`src/rtl/axi_wr_pkg.sv`:
```
// rtl/axi_wr_pkg.sv - shared constants and FSM state type for the AXI write responder
package axi_wr_pkg;

  localparam logic [1:0] BURST_FIXED = 2'b00;
  localparam logic [1:0] BURST_INCR  = 2'b01;
  localparam logic [1:0] BURST_WRAP  = 2'b10;
  localparam logic [1:0] BURST_RSVD  = 2'b11;

  localparam logic [1:0] RESP_OKAY   = 2'b00;
  localparam logic [1:0] RESP_SLVERR = 2'b10;

  typedef enum logic [1:0] {
    ST_IDLE = 2'd0,
    ST_DATA = 2'd1,
    ST_RESP = 2'd2
  } wr_state_t;

endpackage

```
`src/rtl/axi_burst_addr_gen.sv`:
```
// rtl/axi_burst_addr_gen.sv - combinational next-beat address for FIXED/INCR/WRAP bursts
module axi_burst_addr_gen
  import axi_wr_pkg::*;
#(
  parameter int ADDR_WIDTH = 32,
  parameter int LEN_WIDTH  = 4,
  parameter int SIZE_WIDTH = 3
) (
  input  logic [ADDR_WIDTH-1:0] addr,
  input  logic [SIZE_WIDTH-1:0] size,
  input  logic [LEN_WIDTH-1:0]  len,
  input  logic [1:0]            burst,
  output logic [ADDR_WIDTH-1:0] next_addr
);

  logic [ADDR_WIDTH-1:0] incr;
  logic [ADDR_WIDTH-1:0] span_mask;
  logic [ADDR_WIDTH-1:0] sum;

  // WRAP keeps the span-aligned base bits and lets only the in-span offset roll over
  always_comb begin
    incr      = ADDR_WIDTH'(1) << size;
    span_mask = ((ADDR_WIDTH'(len) + ADDR_WIDTH'(1)) << size) - ADDR_WIDTH'(1);
    sum       = addr + incr;
    case (burst)
      BURST_FIXED: next_addr = addr;
      BURST_WRAP:  next_addr = (addr & ~span_mask) | (sum & span_mask);
      default:     next_addr = sum;
    endcase
  end

endmodule

```
`src/rtl/axi_wr_responder.sv`:
```
// rtl/axi_wr_responder.sv - pops AW commands, writes W beats to local memory, returns B
module axi_wr_responder
  import axi_wr_pkg::*;
#(
  parameter int ID_WIDTH   = 4,
  parameter int ADDR_WIDTH = 32,
  parameter int DATA_WIDTH = 32,
  parameter int LEN_WIDTH  = 4,
  parameter int SIZE_WIDTH = 3
) (
  input  logic                    clk,
  input  logic                    rst,
  input  logic                    aw_empty,
  output logic                    aw_pop,
  input  logic [ID_WIDTH-1:0]     front_AWID,
  input  logic [ADDR_WIDTH-1:0]   front_AWADDR,
  input  logic [LEN_WIDTH-1:0]    front_AWLEN,
  input  logic [SIZE_WIDTH-1:0]   front_AWSIZE,
  input  logic [1:0]              front_AWBURST,
  input  logic [DATA_WIDTH-1:0]   WDATA,
  input  logic [DATA_WIDTH/8-1:0] WSTRB,
  input  logic                    WLAST,
  input  logic                    WVALID,
  output logic                    WREADY,
  output logic [ID_WIDTH-1:0]     BID,
  output logic [1:0]              BRESP,
  output logic                    BVALID,
  input  logic                    BREADY,
  output logic                    mem_we,
  output logic [ADDR_WIDTH-1:0]   mem_addr,
  output logic [DATA_WIDTH-1:0]   mem_wdata,
  output logic [DATA_WIDTH/8-1:0] mem_wstrb
);

  localparam int MAX_SIZE = $clog2(DATA_WIDTH / 8);

  wr_state_t             state_q, state_d;
  logic [ID_WIDTH-1:0]   id_q;
  logic [ADDR_WIDTH-1:0] addr_q;
  logic [LEN_WIDTH-1:0]  len_q;
  logic [SIZE_WIDTH-1:0] size_q;
  logic [1:0]            burst_q;
  logic [LEN_WIDTH-1:0]  cnt_q;
  logic                  err_q;

  logic                  beat;
  logic                  last_beat;
  logic                  cmd_bad;
  logic                  wrap_len_ok;
  logic [ADDR_WIDTH-1:0] next_addr;

  axi_burst_addr_gen #(
    .ADDR_WIDTH (ADDR_WIDTH),
    .LEN_WIDTH  (LEN_WIDTH),
    .SIZE_WIDTH (SIZE_WIDTH)
  ) u_addr_gen (
    .addr      (addr_q),
    .size      (size_q),
    .len       (len_q),
    .burst     (burst_q),
    .next_addr (next_addr)
  );

  // Reject reserved bursts, beats wider than the bus and WRAP lengths that are not 2/4/8/16
  always_comb begin
    wrap_len_ok = (int'(front_AWLEN) == 1) || (int'(front_AWLEN) == 3) ||
                  (int'(front_AWLEN) == 7) || (int'(front_AWLEN) == 15);
    cmd_bad     = (front_AWBURST == BURST_RSVD) ||
                  (int'(front_AWSIZE) > MAX_SIZE) ||
                  ((front_AWBURST == BURST_WRAP) && !wrap_len_ok);
  end

  // Next-state and handshake outputs; pop is held off while reset is asserted so no command is lost to it
  always_comb begin
    state_d   = state_q;
    aw_pop    = 1'b0;
    WREADY    = 1'b0;
    BVALID    = 1'b0;
    BID       = '0;
    BRESP     = RESP_OKAY;
    mem_we    = 1'b0;
    beat      = 1'b0;
    last_beat = (cnt_q == len_q);
    case (state_q)
      ST_IDLE: begin
        if (!aw_empty && !rst) begin
          aw_pop  = 1'b1;
          state_d = ST_DATA;
        end
      end
      ST_DATA: begin
        WREADY = 1'b1;
        beat   = WVALID;
        mem_we = WVALID && !err_q;
        if (WVALID && last_beat) state_d = ST_RESP;
      end
      ST_RESP: begin
        BVALID = 1'b1;
        BID    = id_q;
        BRESP  = err_q ? RESP_SLVERR : RESP_OKAY;
        if (BREADY) state_d = ST_IDLE;
      end
      default: state_d = ST_IDLE;
    endcase
  end

  assign mem_addr  = addr_q;
  assign mem_wdata = WDATA;
  assign mem_wstrb = WSTRB;

  // Command latch at pop, then per-beat counter/address advance and WLAST consistency tracking
  always_ff @(posedge clk) begin
    if (rst) begin
      state_q <= ST_IDLE;
      id_q    <= '0;
      addr_q  <= '0;
      len_q   <= '0;
      size_q  <= '0;
      burst_q <= BURST_FIXED;
      cnt_q   <= '0;
      err_q   <= 1'b0;
    end else begin
      state_q <= state_d;
      if (aw_pop) begin
        id_q    <= front_AWID;
        addr_q  <= front_AWADDR;
        len_q   <= front_AWLEN;
        size_q  <= front_AWSIZE;
        burst_q <= front_AWBURST;
        cnt_q   <= '0;
        err_q   <= cmd_bad;
      end else if (beat) begin
        cnt_q  <= cnt_q + 1'b1;
        addr_q <= next_addr;
        if (WLAST != last_beat) err_q <= 1'b1;
      end
    end
  end

endmodule

```
`config.mk`:
```
export PLATFORM = sky130hd
export DESIGN_NAME = axi_wr_responder
export DESIGN_NICKNAME = d
export VERILOG_FILES = /design/src/rtl/axi_wr_pkg.sv /design/src/rtl/axi_burst_addr_gen.sv /design/src/rtl/axi_wr_responder.sv
export SDC_FILE = /design/constraint.sdc
export NUM_CORES = 1
export LEC_CHECK = 0
export ABC_AREA = 1
export CAP_MARGIN = 20
export CORE_ASPECT_RATIO = 0.75
export CORE_MARGIN = 3
export CORE_UTILIZATION = 45
export CTS_CLUSTER_SIZE = 40
export DETAILED_ROUTE_END_ITERATION = 6
export GPL_ROUTABILITY_DRIVEN = 0
export GPL_TIMING_DRIVEN = 1
export PLACE_DENSITY_LB_ADDON = 0.3
export SYNTH_ARGS = -nofsm -noshare
export SYNTH_HDL_FRONTEND = slang
export SYNTH_HIERARCHICAL = 1
export SYNTH_SLANG_ARGS = --single-unit
export TNS_END_PERCENT = 1
```
`constraint.sdc`:
```
create_clock -name clk -period 7.47 [get_ports clk]
set_clock_uncertainty 0.05 [all_clocks]
set_input_delay 1.494 -clock clk [delete_from_list [all_inputs] [get_ports clk]]
set_output_delay 1.494 -clock clk [all_outputs]
set_load 0.1 [all_outputs]
```
# Yosys cells after proc, flatten, opt, wreduce, memory -nomap -nowiden
# Cells that the tools add are included.
# Widths: inputs -> output; s select.
[totals]
output_inout_bits = 78
inputBits = 87
word_cells = 74
register_bits = 52
[classes]
reduce_logical = 21
n_shift = 2
mux = 19
n_eq_ne = 15
n_lt_le_gt_ge = 1
addsub = 4
bitwise = 4
[op_table]
columns = ["cell", "n"]
rows = [
  ["$and 32x32->32", 2],
  ["$mux 32", 2],
  ["$pmux 32 s2", 1],
  ["$add 32x32->32", 1],
  ["$not 32->32", 1],
  ["$or 32x32->32", 1],
  ["$shl 1x3->32 const A", 1],
  ["$shl 32x3->32", 1],
  ["$sub 32x1->32 const B", 1],
  ["$mux 2", 5],
  ["$mux 1", 9],
  ["$eq 2x2->1 const B", 4],
  ["$ne 2x2->1 const B", 4],
  ["$pmux 2 s3", 1],
  ["$add 4x1->5 const B", 1],
  ["$logic_or 1x1->1", 5],
  ["$add 4x1->4 const B", 1],
  ["$eq 4x1->1 const B", 1],
  ["$eq 4x2->1 const B", 1],
  ["$eq 4x3->1 const B", 1],
  ["$eq 4x4->1", 1],
  ["$eq 4x4->1 const B", 1],
  ["$logic_and 1x1->1", 4],
  ["$logic_not 1->1", 4],
  ["9 further kinds", 12],
]

# Depth between registers and ports, before layout
# Gate-level depths: netlist of run 1.
[logic_depth]
depth_word = 9
mapped_depth = 26
mapped_depth_nobuf = 25

# Modules after synthesis
# The synthesis of run 1 kept the hierarchy.
[by_module_without_submodules]
columns = ["module", "cells_each", "seq_area_each_um2", "n_inst", "area_each_um2"]
rows = [
  ["axi_burst_addr_gen", 551, 0.0, 1, 2783.9],
  ["axi_wr_responder", 376, 1041.0, 1, 2660.1],
]

# Worst setup path before layout of run 1
# OpenSTA, ideal clock, no wires.
[synth_timing]
kind = "register -> output"
from = "register state_q[1]"
to = "output BID[0]"
slack_ns = 2.547
path_stages_with_launch = 5
required_ns = 5.926
arrival_time_ns = 3.379
path_buffers = 0
path_cell_list = "dfxtp_1 inv_2 nor2_1 inv_1 nor2_1"
[synth_between]
elab_chain_cells = 2
[synth_lines]
columns = ["element", "line", "text"]
rows = [
  ["from (decl)", "axi_wr_responder.sv:37", "wr_state_t state_q, state_d;"],
  ["from (signal assigned)", "axi_wr_responder.sv:123", "state_q <= state_d;"],
  ["$eq 2x2->1", "axi_wr_responder.sv:84", "case (state_q)"],
  ["$mux 4", "axi_wr_responder.sv:84", ""],
  ["to (decl)", "axi_wr_responder.sv:25", "output logic [ID_WIDTH-1:0] BID,"],
]
# No other way between the ends.

# Worst setup path after layout of run 1
[layout_timing]
from = "input rst"
to = "output aw_pop"
[layout_between]
elab_chain_cells = 4
[layout_lines]
columns = ["element", "line", "text"]
rows = [
  ["from (decl)", "axi_wr_responder.sv:12", "input logic rst,"],
  ["$logic_not 1->1", "axi_wr_responder.sv:86", "if (!aw_empty && !rst) begin"],
  ["$logic_and 1x1->1", "axi_wr_responder.sv:86", ""],
  ["$mux 1", "axi_wr_responder.sv:86", ""],
  ["$mux 1", "axi_wr_responder.sv:84", ""],
  ["to (decl)", "axi_wr_responder.sv:14", "output logic aw_pop,"],
]
# No other way between the ends.

==> results.json, run 1 <==
{
  "outcome": "finished, final reports clean",
  "regToRegSetupSlack_ps": 3760,
  "rows": 34,
  "wl_per_cell_um": 13.7,
  "overflow": 0,
  "netlist.area_leader.share_pct": 19.1,
  "wl_mm": 15.3,
  "final_cell_count_no_fill": 1122,
  "diodes": 0,
  "worst_setup_path_end_kind": "output port",
  "vias_per_cell": 5.19,
  "finalSetupViolations": 0,
  "start_util_pct": 46.5,
  "synth_edf_count": 0,
  "drt_iter0_drc": 522,
  "cts_hold_buffers": 0,
  "hold_slack_ps": 430,
  "syn_area_sq_um": 5440,
  "dieArea_sq_um": 13500,
  "postSynthAreaPerCell_sq_um": 5.87,
  "ys_seq_area_share_pct": 19.1,
  "fin_crit_ps": 5270,
  "cts_max_level": 2,
  "worst_slew_pin_slew_ps": 999,
  "drc_errors": 0,
  "max-cap-violations": 0,
  "slew_violations": 0,
  "grt_max_degree": 65,
  "die_h_um": 101,
  "insertion_delay_ps": 300,
  "placedCellCount": 1114,
  "syn-num-nets": 1027,
  "setup_tns_ps": 0,
  "crit_path_start_kind": "input port",
  "topRoutingLayerUsed": "met4",
  "antenna_left": 0,
  "cts.sinks": 52,
  "slew_headroom_pct": 33.2,
  "ir_drop_uv": 134,
  "core_sq_um": 11700,
  "first_global_vias": 4999,
  "area_growth_pct": 14.7,
  "synth.largest_area_cell": "dfxtp_1",
  "synth_warnings": 6,
  "drt-pass1-iter-count": 6,
  "power_density_nw_per_um2": 165,
  "nets": 1059,
  "cts_tree": "built",
  "cts_root_buf": "clkbuf_16",
  "crit_fanout": 45,
  "synthArstFlopShare_pct": 0,
  "met1_length_mm": 7.80,
  "worstPathArrival_ps": 3730,
  "rsz0062_at_grt": "no",
  "wl_met2_mm": 6.09,
  "total_power_mw": 1.03,
  "leakage_nw": 2.62,
  "route.met3.wl_mm": 1.38,
  "required_ps": 5930,
  "synth_ff_type": "dfxtp_1",
  "clk_pin_slew_ps": 70,
  "dieWidth_um": 133,
  "ys_seq_elements": 52,
  "port_buffers": 91,
  "dp_hpwl_mm": 11.1,
  "dr_total_vias": 5823,
  "synth.distinct_cells": 46,
  "synth.area.top_cells": "dfxtp_1 19%, nand2_1 17%, nand3_1 8.3%",
  "cts_resized": 0,
  "drive_above_1_share_pct": 7.19,
  "post_cts_buffers": 0,
  "post-route-period-util_pct": 70.6,
  "groute.usage.overall_pct": 22.4,
  "hold_class": "reg2reg",
  "fmax_mhz": 190,
  "clock_tree.buffer_depth": 2,
  "synthCells": 927,
  "io_pins": 165,
  "antenna_found_initial": 0,
  "critPathKind": "in2out",
  "tritoncts.num_buffers": 5,
  "final-hold-violation-count": 0,
  "grt_first_pass_wirelength_mm": 25.2
}
[synth_stat cells, types with 12 or more instances]
master,number
o21ai_1,30
nand4_1,12
buf_4,39
xor2_1,21
dfxtp_1,52
ha_1,12
inv_1,91
o22ai_1,15
nand3_1,90
buf_2,12
a21oi_1,47
o21ai_0,30
nor2_1,118
nand2_1,248
[worst paths after layout]
path                           from                         to  cells past startpoint
max                             rst                     aw_pop                      6
min            id_q[1]$_SDFFE_PP0N_       id_q[1]$_SDFFE_PP0N_                      2
max reg2reg  size_q[1]$_SDFFE_PP0N_  mem_addr[20]$_SDFFE_PP0P_                     24
min reg2reg    id_q[1]$_SDFFE_PP0N_       id_q[1]$_SDFFE_PP0N_                      2
[cells in the final DEF, fill, tap and decap left out, types with 4 or more instances in the layout]
cell               n
nand2_1          248
nor2_1           118
inv_1             91
nand3_1           90
clkdlybuf4s50_1   90
dfxtp_1           52
a21oi_1           47
o21ai_1           30
o21ai_0           30
xor2_1            21
o22ai_1           15
nand4_1           12
ha_1              12
inv_2             11
nor3_1            11
nand3_2            8
or2_2              7
nand2_2            6
clkbuf_16          5
nor2_2             5
nor2_4             4
nand2_4            4
buf_4              4
nor4_1             4
o211ai_1           4
[through the flow]
| step | instance area, sq um | setup WS, ps | util [%] |
|---|---|---|---|
| after floorplan | 5440 | 2550 | - |
| after global placement | 6100 | 2230 | 52.1 |
| after detailed placement | 6100 | 2220 | 52.1 |
| after CTS | 6240 | 2220 | 53.4 |
| after global routing | 6240 | 2040 | 53.4 |
| final | 6240 | 2200 | 53.4 |
[worst max-delay path, stage by stage]
cell	delay [ps]
clkdlybuf4s50_1	390
buf_4	260
nor2_4	150
nand3_4	420
inv_4	600
buf_4	390
[cell families after synthesis]
family,Yosys count,share of synthesized area [%]
other,1,0.0689
and+or+nand+nor,525,43.5
muxes,1,0.207
xor gates and xnor gates,24,3.86
DFF,52,19.1
buffers and inverters,175,16.3
adders and majority gates,13,3.13
AOI/OAI and AO/OA,136,13.8
[per-layer routing]
metal / up-vias / GRT usage [%]
met5: - / 0
met4: 0 / 3.12
met3: 12 / 4.87
met2: 228 / 32.3
met1: 2559 / 34.5
li1: 3024 / -
[registers in the layout, summed over array words and instances (netlist names)]
| register | cells |
|---|---|
| burst_q | 2 |
| cnt_q | 4 |
| err_q | 1 |
| id_q | 4 |
| len_q | 4 |
| mem_addr | 32 |
| size_q | 3 |
| state_q | 2 |
[final cells by class]
class	count	area [sq um]
fill	1229	5450
clock buffer	5	125
clock inverter	3	22.5
multi-input combinational	700	3520
sequential	52	1040
timing repair buffer	94	931
tap	162	203
inverter	106	405
[report_power, final]
part	switching (mW)	leakage [nW]	total [mW]	internal, mW
clock	0.120	0.0742	0.246	0.126
sequential	0.0334	0.424	0.328	0.295
combinational	0.315	2.12	0.457	0.142
(Power assumes the default switching activity.)
==> run 2, diff against run 1 <==
clock period = 5.5 ns   (was 7.47 ns; I/O delays follow)
==> results.json, run 2 (synthesis gave the netlist of run 1 again) <==
{
  "leakage_nw": 2.62,
  "fin_ws_ps": 1360,
  "cts_root_buf": "clkbuf_16",
  "cts.sinks": 52,
  "p_int_mw": 0.771,
  "vias_per_cell": 5.23,
  "core_sq_um": 11700,
  "outcome": "finished, final reports clean",
  "path_cells": "clkdlybuf4s50_1 > nor2_4 > nand3_4 > inv_4 > buf_12",
  "max-cap-violations": 0,
  "finalSetupViolations": 0,
  "final_cell_count_no_fill": 1122,
  "ir_drop_uv": 170,
  "fin_crit_ps": 4140,
  "critPathKind": "in2out",
  "start_util_pct": 46.5,
  "dr_total_vias": 5868,
  "cts_tree": "built",
  "cts_max_level": 2,
  "slew_violations": 0,
  "grt_max_degree": 65,
  "insertion_delay_ps": 300,
  "clock_tree.buffer_depth": 2,
  "hold_class": "reg2reg",
  "dieWidth_um": 133,
  "drt-pass1-iter-count": 5,
  "dp_hpwl_mm": 11.2,
  "p_clk_share_pct": 24.6,
  "power_density_nw_per_um2": 226,
  "multi_input_area_sq_um": 3520,
  "grt_first_pass_wirelength_mm": 25.7,
  "worstPathArrival_ps": 2990,
  "rsz0062_at_grt": "no",
  "nets": 1059,
  "post-place-ws_ps": 1290,
  "largest_reg_flops": 32,
  "crit_fanout": 45,
  "post_cts_buffers": 0,
  "antenna_found_initial": 0,
  "dieArea_sq_um": 13500,
  "diodes": 0,
  "nFillCells": 1212,
  "rows": 34,
  "worst_setup_path_end_kind": "output port",
  "placedCellCount": 1114,
  "clk_pin_slew_ps": 80,
  "overflow": 0,
  "mostFrequentLayoutCell": "nand2_1",
  "slew_headroom_pct": 33.7,
  "crit_path_start_kind": "input port",
  "tritoncts.num_buffers": 5,
  "final_cell_mix": "248 x nand2_1, 118 x nor2_1, 91 x inv_1",
  "drive_above_1_share_pct": 7.19,
  "pwr-share-seq_pct": 31.5,
  "fmax_mhz": 241,
  "worst_slew_pin_slew_ps": 991,
  "wl_per_cell_um": 13.8,
  "port_buffers": 91,
  "setup_tns_ps": 0,
  "first_global_vias": 5105,
  "cts_resized": 0,
  "cts_hold_buffers": 0,
  "io_pins": 165,
  "die_h_um": 101,
  "wl_mm": 15.5,
  "drt_iter0_drc": 476,
  "worst_path_largest_cell_delay_ps": 590,
  "groute.usage.overall_pct": 22.9,
  "switchingPower_mw": 0.645,
  "post-route-period-util_pct": 75.3,
  "p_comb_share_pct": 43.9,
  "area_growth_pct": 15.1,
  "hold_slack_ps": 432,
  "seq_area_sq_um": 1040,
  "antenna_left": 0,
  "required_ps": 4350,
  "cp_slowest_cell": "inv_4",
  "drc_errors": 0,
  "switching_share_pct": 45.5,
  "final-hold-violation-count": 0
}
run 2: cell types whose count changed in the layout (fill, tap and decap cells not counted):
cell      before  now
inv_6          1    2
buf_12         0    1
clkinv_2       1    0
clkinv_4       1    0
inv_8          0    1
buf_4          4    3
run 2: final timing paths:
check                              start                         to  cells after the start  slack [ps]
setup / recovery                     rst                     aw_pop                      5        1360
hold / removal      id_q[3]$_SDFFE_PP0N_       id_q[3]$_SDFFE_PP0N_                      2         430
setup reg to reg  size_q[1]$_SDFFE_PP0N_  mem_addr[10]$_SDFFE_PP0P_                     23        1760
hold reg to reg     id_q[3]$_SDFFE_PP0N_       id_q[3]$_SDFFE_PP0N_                      2         430
run 2: area by class of cell:
| cell class | count | area share [%] |
|---|---|---|
| Multi-Input combinational cell | 700 | 56.2 |
| Sequential cell | 52 | 16.6 |
| Timing Repair Buffer | 94 | 15.1 |
| Inverter | 106 | 6.47 |
| Tap cell | 162 | 3.24 |
| Clock buffer | 5 | 2.00 |
| Clock inverter | 3 | 0.459 |
run 2: per-layer routing:
metal	GRT usage [%]	vias up	share of wire (%)	wire (um)
li1	-	3013	-	-
met1	35.3	2614	51	7930
met2	32.7	224	39	6090
met3	4.32	17	8.7	1340
met4	5.35	0	1.1	177
met5	0	-	0	0
run 2: power by group through the flow:
| stage | clock (mW) | sequential, mW | combinational (mW) |
|---|---|---|---|
| after floorplan | 0 | 0.529 | 0.514 |
| after global placement | 0 | 0.453 | 0.607 |
| after detailed placement | 0 | 0.453 | 0.613 |
| after CTS | 0.355 | 0.445 | 0.617 |
| after global routing | 0.369 | 0.451 | 0.683 |
| final | 0.349 | 0.446 | 0.621 |
run 2: metrics by stage:
stage / area, sq um / utilization, % / power (mW)
floorplan: 5440 / - / 1.04
global placement: 6110 / 52.2 / 1.06
detailed placement: 6110 / 52.2 / 1.07
CTS: 6260 / 53.5 / 1.42
global route: 6260 / 53.5 / 1.50
finish: 6260 / 53.5 / 1.42
run 2: worst max-delay path: cells and delay by family:
family,cells,cell delay [ps]
buffers and inverters,3,1320
AND/OR/NAND/NOR,2,560
==> run 3, diff against run 2 <==
clock period = 4 ns   (was 5.5 ns; I/O delays follow)
==> results.json, run 3 (synthesis gave the netlist of run 1 again) <==
{
  "post-route-period-util_pct": 87.4,
  "required_ps": 4120,
  "die_h_um": 101,
  "hold_class": "reg2reg",
  "rsz0062_at_grt": "no",
  "dp_hpwl_mm": 11.4,
  "grt_first_pass_wirelength_mm": 25.6,
  "largest_reg_flops": 32,
  "worst_slew_pin_slew_ps": 985,
  "area_growth_pct": 15.1,
  "rows": 34,
  "dieArea_sq_um": 13500,
  "antenna_left": 0,
  "groute.usage.overall_pct": 22.8,
  "final_cell_mix": "248 x nand2_1, 118 x nor2_1, 90 x inv_1, 90 x nand3_1, 84 x clkdlybuf4s50_1",
  "finalSetupViolations": 0,
  "nFillCells": 1187,
  "diodes": 0,
  "insertion_delay_ps": 300,
  "start_util_pct": 46.5,
  "cts_tree": "built",
  "placedCellCount": 1116,
  "worst_setup_path_end_kind": "register",
  "startpoint": "size_q[1]$_SDFFE_PP0N_",
  "wl_mm": 15.5,
  "p_int_mw": 1.06,
  "first_global_vias": 5158,
  "max-cap-violations": 0,
  "dr_total_vias": 5824,
  "dieWidth_um": 133,
  "cts.sinks": 52,
  "final_cell_count_no_fill": 1124,
  "tritoncts.num_buffers": 5,
  "crit_fanout": 14,
  "seq_area_sq_um": 1040,
  "switching_share_pct": 45.5,
  "final_util_pct": 53.6,
  "ir_drop_uv": 230,
  "core_sq_um": 11700,
  "cts_resized": 0,
  "p_clk_share_pct": 24.5,
  "fmax_mhz": 286,
  "post_cts_buffers": 0,
  "fin_crit_ps": 3500,
  "outcome": "finished, final reports clean",
  "slew_violations": 0,
  "cts_hold_buffers": 0,
  "pwr-share-seq_pct": 31.5,
  "drive_above_1_share_pct": 8.11,
  "holdCritStartpoint": "id_q[2]$_SDFFE_PP0N_",
  "power_density_nw_per_um2": 311,
  "crit_path_start_kind": "register",
  "drt-pass1-iter-count": 5,
  "switchingPower_mw": 0.887,
  "port_buffers": 91,
  "cts_root_buf": "clkbuf_16",
  "io_pins": 165,
  "p_comb_share_pct": 44.0,
  "drt_iter0_drc": 479,
  "worstPathArrival_ps": 3620,
  "critPathKind": "reg2reg",
  "worst_r2r_startpoint": "size_q[1]$_SDFFE_PP0N_",
  "nets": 1061,
  "multi_input_area_sq_um": 3520,
  "clock_tree.buffer_depth": 2,
  "vias_per_cell": 5.18,
  "cts_max_level": 2,
  "mostFrequentLayoutCell": "nand2_1",
  "overflow": 0,
  "grt_max_degree": 65,
  "setup_tns_ps": 0,
  "clk_pin_slew_ps": 80,
  "antenna_found_initial": 0,
  "slew_headroom_pct": 34.1,
  "final-hold-violation-count": 0,
  "drc_errors": 0,
  "wl_per_cell_um": 13.8,
  "leakage_nw": 2.64
}
## run 3: critical path: stages (launching register included)
cell	delay, ps
dfxtp_1	460
clkinvlp_4	270
nand2_2	120
nor2_1	110
ha_1	180
inv_1	60
fa_1	390
inv_1	70
nand3_1	60
nand2_1	110
nand2_1	60
nand2_1	100
nand2_1	70
nand2_2	150
inv_1	70
nor2_1	230
xor2_1	230
o22ai_1	110
inv_1	100
nand2_1	50
nor2_1	100
nor2_1	50
o21ai_1	90
a21oi_1	70
## run 3: final cells by class
cell class              count  share of cell area (%)
repair buffers             96                    15.1
well taps                 162                    3.23
clock buffers               5                    2.00
inverters                 106                    6.53
multi-input cells         700                    56.1
clock inverters             3                   0.459
flip-flops and latches     52                    16.6
## run 3: routing by layer
metal	vias up	global-route usage, %	routed length [um]
li1	3022	-	-
met1	2557	34.5	7710
met2	233	33.5	6190
met3	12	5.06	1460
met4	0	3.35	114
met5	-	0	0
## run 3: final timing paths
check	slack, ps	cells past startpoint	end
setup reg to reg	500	23	mem_addr[10]$_SDFFE_PP0P_
hold reg to reg	420	2	id_q[2]$_SDFFE_PP0N_
hold / removal	420	2	id_q[2]$_SDFFE_PP0N_
setup / recovery	500	23	mem_addr[10]$_SDFFE_PP0P_
## run 3: power groups by stage
stage / Clock [mW] / Combinational (mW) / Sequential, mW
after floorplan: 0 / 0.707 / 0.728
after global placement: 0 / 0.839 / 0.624
after detailed placement: 0 / 0.845 / 0.625
after CTS: 0.487 / 0.850 / 0.613
after global routing: 0.510 / 0.944 / 0.622
final: 0.477 / 0.857 / 0.614
## run 3: per-stage QoR
step	setup slack, ps	power [mW]	instance area, sq um	hold WS [ps]
final	504	1.95	6270	425
after detailed placement	483	1.47	6110	420
after CTS	452	1.95	6260	432
after floorplan	-229	1.43	5440	393
after global routing	62.0	2.08	6270	452
after global placement	606	1.46	6110	419
